$ cat config.mk
export PLATFORM = sky130hd
export DESIGN_NAME = spi_cmd_sequencer
export DESIGN_NICKNAME = d
export VERILOG_FILES = /design/src/rtl/spi_cmd_sequencer_pkg.sv /design/src/rtl/spi_cmd_fifo.sv /design/src/rtl/spi_cmd_sequencer.sv
export SDC_FILE = /design/constraint.sdc
export NUM_CORES = 1
export LEC_CHECK = 0
export CORE_ASPECT_RATIO = 1.25
export CORE_UTILIZATION = 45
export DETAILED_ROUTE_END_ITERATION = 8
export PLACE_DENSITY = 0.79
export SYNTH_ARGS = -nofsm -noshare
export SYNTH_HDL_FRONTEND = slang
export SYNTH_SLANG_ARGS = --single-unit
$ cat constraint.sdc
create_clock -name clk -period 2.6 [get_ports clk]
set_input_delay 0.52 -clock clk [delete_from_list [all_inputs] [get_ports clk]]
set_output_delay 0.52 -clock clk [all_outputs]
set_load 0.01 [all_outputs]
$ cat src/rtl/spi_cmd_sequencer_pkg.sv
// Shared FSM encoding and GAP timing for spi_cmd_sequencer.
package spi_cmd_sequencer_pkg;

    typedef enum logic [2:0] {
        ST_IDLE      = 3'd0,
        ST_ISSUE     = 3'd1,
        ST_WAIT_BUSY = 3'd2,
        ST_WAIT_DONE = 3'd3,
        ST_GAP       = 3'd4
    } state_e;

    localparam int unsigned GAP_CYCLES = 2;
    localparam int unsigned GAP_CNT_W  = 2;

endpackage

$ cat src/rtl/spi_cmd_fifo.sv
// Request queue for spi_cmd_sequencer: DEPTH entries, wrapping pointers, level count.
module spi_cmd_fifo #(
    parameter int unsigned DEPTH = 4,
    parameter int unsigned WIDTH = 9
) (
    input  logic                    clk,
    input  logic                    anrst,
    input  logic                    push_i,
    input  logic                    pop_i,
    input  logic [WIDTH-1:0]        wdata_i,
    output logic [WIDTH-1:0]        rdata_c_o,
    output logic [$clog2(DEPTH):0]  level_o
);

    localparam int unsigned AW = $clog2(DEPTH);
    localparam int unsigned LW = AW + 1;

    logic [WIDTH-1:0] mem_q [DEPTH];
    logic [AW-1:0]    wr_ptr_q;
    logic [AW-1:0]    rd_ptr_q;
    logic [LW-1:0]    level_q;
    logic             push_ok_c;
    logic             pop_ok_c;

    // Full queue ignores pushes; empty queue ignores pops.
    assign push_ok_c = push_i && (level_q != LW'(DEPTH));
    assign pop_ok_c  = pop_i && (level_q != '0);

    always_ff @(posedge clk or negedge anrst) begin
        if (!anrst) begin
            wr_ptr_q <= '0;
            rd_ptr_q <= '0;
            level_q  <= '0;
        end else begin
            if (push_ok_c) begin
                wr_ptr_q <= wr_ptr_q + AW'(1);
            end
            if (pop_ok_c) begin
                rd_ptr_q <= rd_ptr_q + AW'(1);
            end
            case ({push_ok_c, pop_ok_c})
                2'b10:   level_q <= level_q + LW'(1);
                2'b01:   level_q <= level_q - LW'(1);
                default: level_q <= level_q;
            endcase
        end
    end

    always_ff @(posedge clk) begin
        if (push_ok_c) begin
            mem_q[wr_ptr_q] <= wdata_i;
        end
    end

    assign rdata_c_o = mem_q[rd_ptr_q];
    assign level_o   = level_q;

endmodule

$ cat src/rtl/spi_cmd_sequencer.sv
// Queues SPI read/write requests and sequences command levels to an SPI master.
// Optional wait-state timeout enabled by defining SPI_CMD_SEQUENCER_TIMEOUT_EN.
module spi_cmd_sequencer
    import spi_cmd_sequencer_pkg::*;
#(
    parameter int unsigned MOSI_DATA_WIDTH = 8,
    parameter int unsigned MISO_DATA_WIDTH = 8,
    parameter int unsigned DEPTH           = 4,
    parameter int unsigned TIMEOUT_CYCLES  = 1024
) (
    input  logic                        clk,
    input  logic                        anrst,
    input  logic                        req_valid,
    output logic                        req_ready,
    input  logic                        req_rd,
    input  logic [MOSI_DATA_WIDTH-1:0]  req_data,
    output logic                        spi_wr_cmd,
    output logic                        spi_rd_cmd,
    output logic [MOSI_DATA_WIDTH-1:0]  mosi_data,
    input  logic                        spi_busy,
    input  logic [MISO_DATA_WIDTH-1:0]  miso_data,
    output logic                        rsp_valid,
    output logic                        rsp_rd,
    output logic [MISO_DATA_WIDTH-1:0]  rsp_data,
    output logic                        rsp_err,
    output logic [$clog2(DEPTH):0]      queue_level
);

    localparam int unsigned LVL_W   = $clog2(DEPTH) + 1;
    localparam int unsigned ENTRY_W = MOSI_DATA_WIDTH + 1;

    state_e                       state_q, state_d;
    logic                         wr_cmd_q, wr_cmd_d;
    logic                         rd_cmd_q, rd_cmd_d;
    logic                         rd_flag_q, rd_flag_d;
    logic [MOSI_DATA_WIDTH-1:0]   mosi_q, mosi_d;
    logic                         rsp_valid_q, rsp_valid_d;
    logic                         rsp_rd_q, rsp_rd_d;
    logic [MISO_DATA_WIDTH-1:0]   rsp_data_q, rsp_data_d;
    logic [GAP_CNT_W-1:0]         gap_q, gap_d;
    logic                         fifo_push_c;
    logic                         fifo_pop_c;
    logic [ENTRY_W-1:0]           fifo_head_c;
    logic [LVL_W-1:0]             level_c;
    logic                         tmo_hit_c;

    assign req_ready   = (level_c != LVL_W'(DEPTH));
    assign fifo_push_c = req_valid && req_ready;

    spi_cmd_fifo #(
        .DEPTH (DEPTH),
        .WIDTH (ENTRY_W)
    ) u_fifo (
        .clk       (clk),
        .anrst     (anrst),
        .push_i    (fifo_push_c),
        .pop_i     (fifo_pop_c),
        .wdata_i   ({req_rd, req_data}),
        .rdata_c_o (fifo_head_c),
        .level_o   (level_c)
    );

    // Next-state and output decode.
    always_comb begin
        state_d     = state_q;
        wr_cmd_d    = wr_cmd_q;
        rd_cmd_d    = rd_cmd_q;
        rd_flag_d   = rd_flag_q;
        mosi_d      = mosi_q;
        rsp_valid_d = 1'b0;
        rsp_rd_d    = rsp_rd_q;
        rsp_data_d  = rsp_data_q;
        gap_d       = gap_q;
        fifo_pop_c  = 1'b0;
        case (state_q)
            ST_IDLE: begin
                if ((level_c != '0) && !spi_busy) begin
                    fifo_pop_c = 1'b1;
                    rd_flag_d  = fifo_head_c[ENTRY_W-1];
                    mosi_d     = fifo_head_c[MOSI_DATA_WIDTH-1:0];
                    wr_cmd_d   = ~fifo_head_c[ENTRY_W-1];
                    rd_cmd_d   = fifo_head_c[ENTRY_W-1];
                    state_d    = ST_ISSUE;
                end
            end
            ST_ISSUE: begin
                state_d = ST_WAIT_BUSY;
            end
            ST_WAIT_BUSY: begin
                if (spi_busy) begin
                    wr_cmd_d = 1'b0;
                    rd_cmd_d = 1'b0;
                    state_d  = ST_WAIT_DONE;
                end else if (tmo_hit_c) begin
                    wr_cmd_d    = 1'b0;
                    rd_cmd_d    = 1'b0;
                    rsp_valid_d = 1'b1;
                    rsp_rd_d    = rd_flag_q;
                    rsp_data_d  = '0;
                    gap_d       = '0;
                    state_d     = ST_GAP;
                end
            end
            ST_WAIT_DONE: begin
                if (!spi_busy) begin
                    rsp_valid_d = 1'b1;
                    rsp_rd_d    = rd_flag_q;
                    rsp_data_d  = rd_flag_q ? miso_data : '0;
                    gap_d       = '0;
                    state_d     = ST_GAP;
                end else if (tmo_hit_c) begin
                    rsp_valid_d = 1'b1;
                    rsp_rd_d    = rd_flag_q;
                    rsp_data_d  = '0;
                    gap_d       = '0;
                    state_d     = ST_GAP;
                end
            end
            ST_GAP: begin
                if (gap_q == GAP_CNT_W'(GAP_CYCLES - 1)) begin
                    gap_d   = '0;
                    state_d = ST_IDLE;
                end else begin
                    gap_d = gap_q + GAP_CNT_W'(1);
                end
            end
            default: begin
                state_d = ST_IDLE;
            end
        endcase
    end

    always_ff @(posedge clk or negedge anrst) begin
        if (!anrst) begin
            state_q     <= ST_IDLE;
            wr_cmd_q    <= 1'b0;
            rd_cmd_q    <= 1'b0;
            rd_flag_q   <= 1'b0;
            mosi_q      <= '0;
            rsp_valid_q <= 1'b0;
            rsp_rd_q    <= 1'b0;
            rsp_data_q  <= '0;
            gap_q       <= '0;
        end else begin
            state_q     <= state_d;
            wr_cmd_q    <= wr_cmd_d;
            rd_cmd_q    <= rd_cmd_d;
            rd_flag_q   <= rd_flag_d;
            mosi_q      <= mosi_d;
            rsp_valid_q <= rsp_valid_d;
            rsp_rd_q    <= rsp_rd_d;
            rsp_data_q  <= rsp_data_d;
            gap_q       <= gap_d;
        end
    end

`ifdef SPI_CMD_SEQUENCER_TIMEOUT_EN
    localparam int unsigned TMO_W = $clog2(TIMEOUT_CYCLES + 1);

    logic [TMO_W-1:0] tmo_q, tmo_d;
    logic             rsp_err_q;

    // Counts cycles spent in the current wait state; any state change restarts it.
    always_comb begin
        tmo_d = '0;
        if ((state_d == state_q) &&
            ((state_q == ST_WAIT_BUSY) || (state_q == ST_WAIT_DONE))) begin
            tmo_d = tmo_q + TMO_W'(1);
        end
    end

    assign tmo_hit_c = ((state_q == ST_WAIT_BUSY) || (state_q == ST_WAIT_DONE)) &&
                       (tmo_q == TMO_W'(TIMEOUT_CYCLES - 1));

    // A response leaving WAIT_BUSY, or WAIT_DONE with busy still high, is a timeout.
    always_ff @(posedge clk or negedge anrst) begin
        if (!anrst) begin
            tmo_q     <= '0;
            rsp_err_q <= 1'b0;
        end else begin
            tmo_q <= tmo_d;
            if (rsp_valid_d) begin
                rsp_err_q <= (state_q == ST_WAIT_BUSY) || spi_busy;
            end
        end
    end

    assign rsp_err = rsp_err_q;
`else
    assign tmo_hit_c = 1'b0;
    assign rsp_err   = 1'b0;
`endif

    assign spi_wr_cmd  = wr_cmd_q;
    assign spi_rd_cmd  = rd_cmd_q;
    assign mosi_data   = mosi_q;
    assign rsp_valid   = rsp_valid_q;
    assign rsp_rd      = rsp_rd_q;
    assign rsp_data    = rsp_data_q;
    assign queue_level = level_c;

endmodule

# Yosys cells after proc, flatten, opt, wreduce, memory -nomap -nowiden
# Memory sizes are Yosys's and may differ from the RTL's.
# Index checks and enable logic that the tools add are counted.
[word_totals]
ff_bits = 33
mem_bits_rw = 36
inputBits = 21
word_cells = 68
memories = 1
[classes]
add_sub_neg = 5
n_eq_ne = 12
muxes = 21
bitwise = 2
reduce_logical = 15
[memory_table]
columns = ["name", "depth", "word_bits", "rd", "rd_ports_with_merged_regs", "write_ports", "line_no", "source"]
rows = [
  ["u_fifo.mem_q", 4, 9, 1, 0, 1, "spi_cmd_fifo.sv:18", "logic [WIDTH-1:0] mem_q [DEPTH];"],
]
[ops]
columns = ["cell", "count"]
rows = [
  ["$pmux W3 S5", 1],
  ["$mux W3", 4],
  ["$mux W1", 9],
  ["$mux W8", 1],
  ["$ne A2 B2 Y1 const B", 4],
  ["$add A2 B1 Y2 const B", 3],
  ["$eq A3 B2 Y1 const B", 2],
  ["$pmux W3 S2", 1],
  ["$reduce_and A2 Y1", 3],
  ["$reduce_bool A2 Y1", 3],
  ["$eq A2 B1 Y1 const B", 2],
  ["$logic_and A1 B1 Y1", 4],
  ["$mux W2", 2],
  ["$pmux W1 S2", 2],
  ["$pmux W2 S2", 1],
  ["$reduce_and A4 Y1", 1],
  ["$add A3 B1 Y3 const B", 1],
  ["$eq A3 B1 Y1 const B", 1],
  ["$eq A3 B3 Y1 const B", 1],
  ["$logic_not A3 Y1", 1],
  ["$ne A3 B3 Y1 const B", 1],
  ["$reduce_and A3 Y1", 1],
  ["$reduce_bool A3 Y1", 1],
  ["$sub A3 B1 Y3 const B", 1],
  ["3 further kinds", 4],
]

# Longest topological paths before layout
[logic_depth]
word_depth = 7
ltp_mapped = 11

# Hierarchy
# A second synthesis with hierarchy kept.
[hier_totals]
hier_cells = 182
area_unflattened_um2 = 2882.8
[modules_own_cells]
columns = ["module", "n_inst", "cells_each", "area_each_um2", "seq_area_each_um2"]
rows = [
  ["spi_cmd_fifo", 1, 84, 1730.4, 1256.2],
  ["spi_cmd_sequencer", 1, 98, 1152.4, 650.6],
]

# Least setup slack after synthesis
# No wires, ideal clock.
[synth_path]
kind = "register to register"
from = "register state_q[2]"
to = "register u_fifo.level_q[2] (netlist: u_fifo.level_o[2])"
setup_ps = 79
arrival_time_ps = 2045
required_time_ps = 2521
setup_slack_ps = 476
stages_incl_launch_ff = 12
n_path_buf = 2
synth_period_minus_slack_ps = 2124
path_cell_list = "dfrtp_1 buf_6 nor4_4 nand2_2 buf_6 inv_2 ha_1 inv_1 fa_1 xor2_1 nor2_1 xor2_1"
[synth_between]
elab_chain_cells = 5
[synth_lines]
columns = ["item", "line_no", "source"]
rows = [
  ["start, declared", "spi_cmd_sequencer.sv:32", "state_e state_q, state_d;"],
  ["start signal, assigned", "spi_cmd_sequencer.sv:145", "state_q <= state_d;"],
  ["$logic_not A3 Y1 *", "spi_cmd_sequencer.sv:75", "case (state_q)"],
  ["$mux W1 *", "spi_cmd_sequencer.sv:75", ""],
  ["$logic_and A1 B1 Y1 *", "spi_cmd_fifo.sv:27", "assign pop_ok_c = pop_i && (level_q != '0);"],
  ["via u_fifo.pop_ok_c", "spi_cmd_fifo.sv:23", "logic pop_ok_c;"],
  ["$eq A2 B1 Y1 or $eq A2 B2 Y1 (tied branches)", "spi_cmd_fifo.sv:41", "case ({push_ok_c, pop_ok_c})"],
  ["$pmux W3 S2 or $reduce_bool A2 Y1 (tied branches)", "--", ""],
  ["end signal, assigned", "spi_cmd_fifo.sv:42", "2'b10: level_q <= level_q + LW'(1);"],
  ["end signal, assigned", "spi_cmd_fifo.sv:43", "2'b01: level_q <= level_q - LW'(1);"],
  ["end signal, assigned", "spi_cmd_fifo.sv:44", "default: level_q <= level_q;"],
  ["end, declared", "spi_cmd_fifo.sv:21", "logic [LW-1:0] level_q;"],
]
# The timed path passes the listed nets; every way through them passes the cells marked *.
# A chain may end at the register's enable or synchronous reset.

# Worst setup path in the final report
[layout_path]
from = "input port spi_busy"
to = "register u_fifo.level_q[2] (netlist: u_fifo.level_o[2])"
[layout_between]
elab_chain_cells = 7
[layout_lines]
columns = ["item", "line_no", "source"]
rows = [
  ["start, declared", "spi_cmd_sequencer.sv:20", "input logic spi_busy,"],
  ["$logic_not A1 Y1 *", "--", ""],
  ["$logic_and A1 B1 Y1 *", "spi_cmd_sequencer.sv:77", "if ((level_c != '0) && !spi_busy) begin"],
  ["$mux W1 *", "spi_cmd_sequencer.sv:77", ""],
  ["$mux W1 *", "spi_cmd_sequencer.sv:75", ""],
  ["$logic_and A1 B1 Y1 *", "spi_cmd_fifo.sv:27", ""],
  ["via u_fifo.pop_ok_c", "spi_cmd_fifo.sv:23", ""],
  ["$eq A2 B1 Y1 or $eq A2 B2 Y1 (tied branches)", "spi_cmd_fifo.sv:41", ""],
  ["$pmux W3 S2 or $reduce_bool A2 Y1 (tied branches)", "--", ""],
]
# Marks and branches as above.

==> results.md <==
- Slowest-stage cell, CP: clkdlybuf4s50_1
- Crit-path most repeated cell: xor2_1
- RSZ-0062 raised after global routing: false
- Netlist Area Pre-Place: 2820 um2
- Post-synth top area share: 38.4%
- Seq. cell area: between 1500 and 2000 um2
- Reg clk slew, reported paths: 0.09 ns
- # rows: 31
- Synth Net Count: 203
- First-pass GRT wire length: 7.91 mm
- Min-Delay Path Class: flip-flop to flip-flop
- DP HPWL: 3.32 mm
- Hold Path Sink: rsp_data[0]
- Gate Count Post-Synth: roughly 180
- Layout Skew: 0.0142 ns
- Die X: 72.7 um
- Share of cells above drive strength 1: between 10% and 20%
- Max cap viols: 0
- Setup TNS: 0 ns
- Count leader, synth: edfxtp_1
- Flop-to-flop setup slack: 0.44 ns
- CTS resizes: 0
- Cts hold-fix bufs: 0
- WP buf/inv: 3
- Antenna diodes: 0
- Fillcell total: 467
- Worst slew margin: 64.4%
- H-tree Lvls: 3
- Largest delay share family, worst path: buffers and inverters
- Initial antenna violation count: 0
- Peak VDD IR: 0.000655 V
- First drt pass iteration count: 5
- Leak: 1.43 nW
- FF-to-FF Start: u_fifo.level_o[1]
- Setup CP Type: primary input to flip-flop
- Buffers on Ports: 44
- Number of buffers created by CTS: 9
- Largest net degree at the start of global routing: 34
- R2r endpoint: u_fifo.level_o[2]
- Syn-to-layout area delta: 25.4%
- Status: finished, final reports clean
- Seq/Total Area, Yosys: 67.7%
- Io pins: between 40 and 50
- Commonest cells in the netlist: 36 x edfxtp_1, 33 x dfrtp_1, 18 x nand2_1
- Post-CTS Setup Repair Bufs: 0
- CTS tree: built
- Vias in the first global route: about 1,700
- Final Slew Violations: 0
- CP peak stage delay: ~0.53 ns
- Via density: 5.04
- Cell Pwr Density: 1140 nW/um2
- Hold path cells: 2
- Crit path cell chain: clkdlybuf4s50_1 > nor4_4 > nand2_2 > inv_2 > ha_1 > inv_1 > fa_1 > xor2_1 > nor2_1 > xor2_1
- Ys async rst share: 47.8%
- #FFs+latches synth: 69
- Per-cell routed wire length: ~15 um
- Unique masters post-synth: 41
- Total Routing Usage GR: 16.3%
- Final Cell Area: 3530 um2
- Worst Path Required: 2.86 ns
- Die Area: between 6000 and 7000 um2
- Effective utilization at floorplan: 47.8%
- Yosys warns: 0
- Worst skew pair latency: 0.34 ns
- Final wirelength: 4.84 mm
- Min cycle time layout: 2.20 ns
- Count of final setup violators: 0
- Final ANT Viol Nets: 0
- Area of the multi-input gates: approximately 800 um2
- Synth Flop Type: edfxtp_1
- Worst-case reg-to-reg path depth: 9
- Root cell of the clock tree: clkbuf_8
- Placed Area: 3330 um2
- Period utilization: roughly 85%
- Min-delay src: rsp_data[0]
- DRC: 0
- Largest area contributor in the netlist: edfxtp_1
- Clk sink count: 69
- Core area: a little under 6000 um2
- Final net count: 254
- 1st-iter DRT viols: 78
- CP Max Fanout: 6
- Worst Path Arrival: 2.46 ns
- Vias: 1,582
- Fmax: 454 MHz
- Avg Inst Size Synth: 16.0 um2
- Routability cong.: 0.724
- Die height: approximately 90 um
- Worst slew pin tran: about 0.53 ns
- Worst-case clock buffer depth: 2
- CP startpoint kind: primary input
- Post-synth EDFFs: 36
- Global route overflow: 0
- Count of final hold-check violations: 0
- CP endpoint kind: flip-flop
- Top area cells in the synthesized netlist: edfxtp_1 38%, dfrtp_1 29%, mux4_2 5.6%
cell families (layout without fill, tap and decap cells):
| logic type | after synthesis | count (layout) | synth area share, % |
|---|---|---|---|
| muxes | 21 | 21 | 12.8 |
| buffers and inverters | 18 | 74 | 3.29 |
| other | 1 | 1 | 0.133 |
| xor gates and xnor gates | 6 | 6 | 1.87 |
| and+or+nand+nor | 40 | 40 | 8.13 |
| AOI/OAI and AO/OA | 15 | 15 | 3.07 |
| adders and majority gates | 6 | 6 | 2.93 |
| DFF | 69 | 69 | 67.7 |
placed cells by master (no fill, tap or decap), types with 2 or more instances in the layout:
| cell type | Yosys | routed |
|---|---|---|
| ha_1 | 5 | 5 |
| o21ai_0 | 2 | 2 |
| nand3_1 | 2 | 2 |
| mux2i_1 | 2 | 2 |
| mux2_4 | 5 | 5 |
| nor2_1 | 2 | 2 |
| dfrtp_1 | 33 | 33 |
| mux2_2 | 3 | 3 |
| buf_4 | 2 | 4 |
| xor2_1 | 2 | 2 |
| and3_1 | 7 | 7 |
| edfxtp_1 | 36 | 36 |
| mux4_1 | 2 | 2 |
| clkbuf_8 | 0 | 9 |
| o21ai_1 | 8 | 8 |
| mux4_2 | 7 | 7 |
| mux2_1 | 2 | 2 |
| nand2_1 | 18 | 18 |
| inv_4 | 0 | 2 |
| clkdlybuf4s50_1 | 0 | 44 |
| inv_1 | 9 | 9 |
| xnor2_1 | 4 | 4 |
| or3_1 | 2 | 2 |
layout make-up:
type,count,share of cell area [%]
timing repair buffer,48,13.3
sequential,69,54.0
clock buffer,9,3.51
tap,82,2.91
clock inverter,7,2.06
inverter,10,1.06
multi-input combinational,89,23.1
flip-flops by register name (all words and copies together), names as in the netlist:
| signal | count |
|---|---|
| rsp_rd | 1 |
| rsp_valid | 1 |
| u_fifo.level_o | 3 |
| rsp_data | 8 |
| mosi_data | 8 |
| u_fifo.wr_ptr_q | 2 |
| state_q | 3 |
| spi_rd_cmd | 1 |
| u_fifo.rd_ptr_q | 2 |
| gap_q | 2 |
| rd_flag_q | 1 |
| spi_wr_cmd | 1 |
| u_fifo.mem_q | 36 |
worst min-delay path, cell delays in order, from the launching register on:
cell     delay [ns]
dfrtp_1        0.35
nand2_1        0.05
o21ai_1        0.06
report_power, final:
| group | leakage (nW) | switching, mW | internal, mW | total [mW] |
|---|---|---|---|---|
| clock network | 0.100 | 0.421 | 0.447 | 0.869 |
| logic | 0.584 | 0.580 | 0.800 | 1.38 |
| registers | 0.743 | 0.261 | 1.52 | 1.78 |
layer usage:
layer	wire (um)	global-route usage (%)	part of all wire, %
met1	2070	19.4	43
met2	2490	27.1	51
met3	221	3.91	4.6
met4	53	8.33	1.1
met5	0	0	0
how the worst max path moves through the flow:
stage / startpoint / end / depth (start not counted)
after floorplan: state_q[2] / u_fifo.level_o[2] / 11
after global placement: spi_busy / u_fifo.level_o[2] / 10
after detailed placement: spi_busy / u_fifo.level_o[2] / 10
after CTS: u_fifo.level_o[1] / req_ready / 2
after global routing: spi_busy / u_fifo.level_o[2] / 10
final: spi_busy / u_fifo.level_o[2] / 10
stage by stage:
stage	utilization (%)	instances	setup WS, ns	power (mW)	hold slack, ns
floorplan	-	176	0.476	2.60	0.224
global placement	56.5	298	0.140	3.14	0.469
detailed placement	56.5	298	0.0634	3.20	0.475
CTS	59.9	314	0.385	4.07	0.494
global route	59.9	314	0.333	4.27	0.514
finish	59.9	314	0.399	4.03	0.488
(Power assumes the default switching activity.)
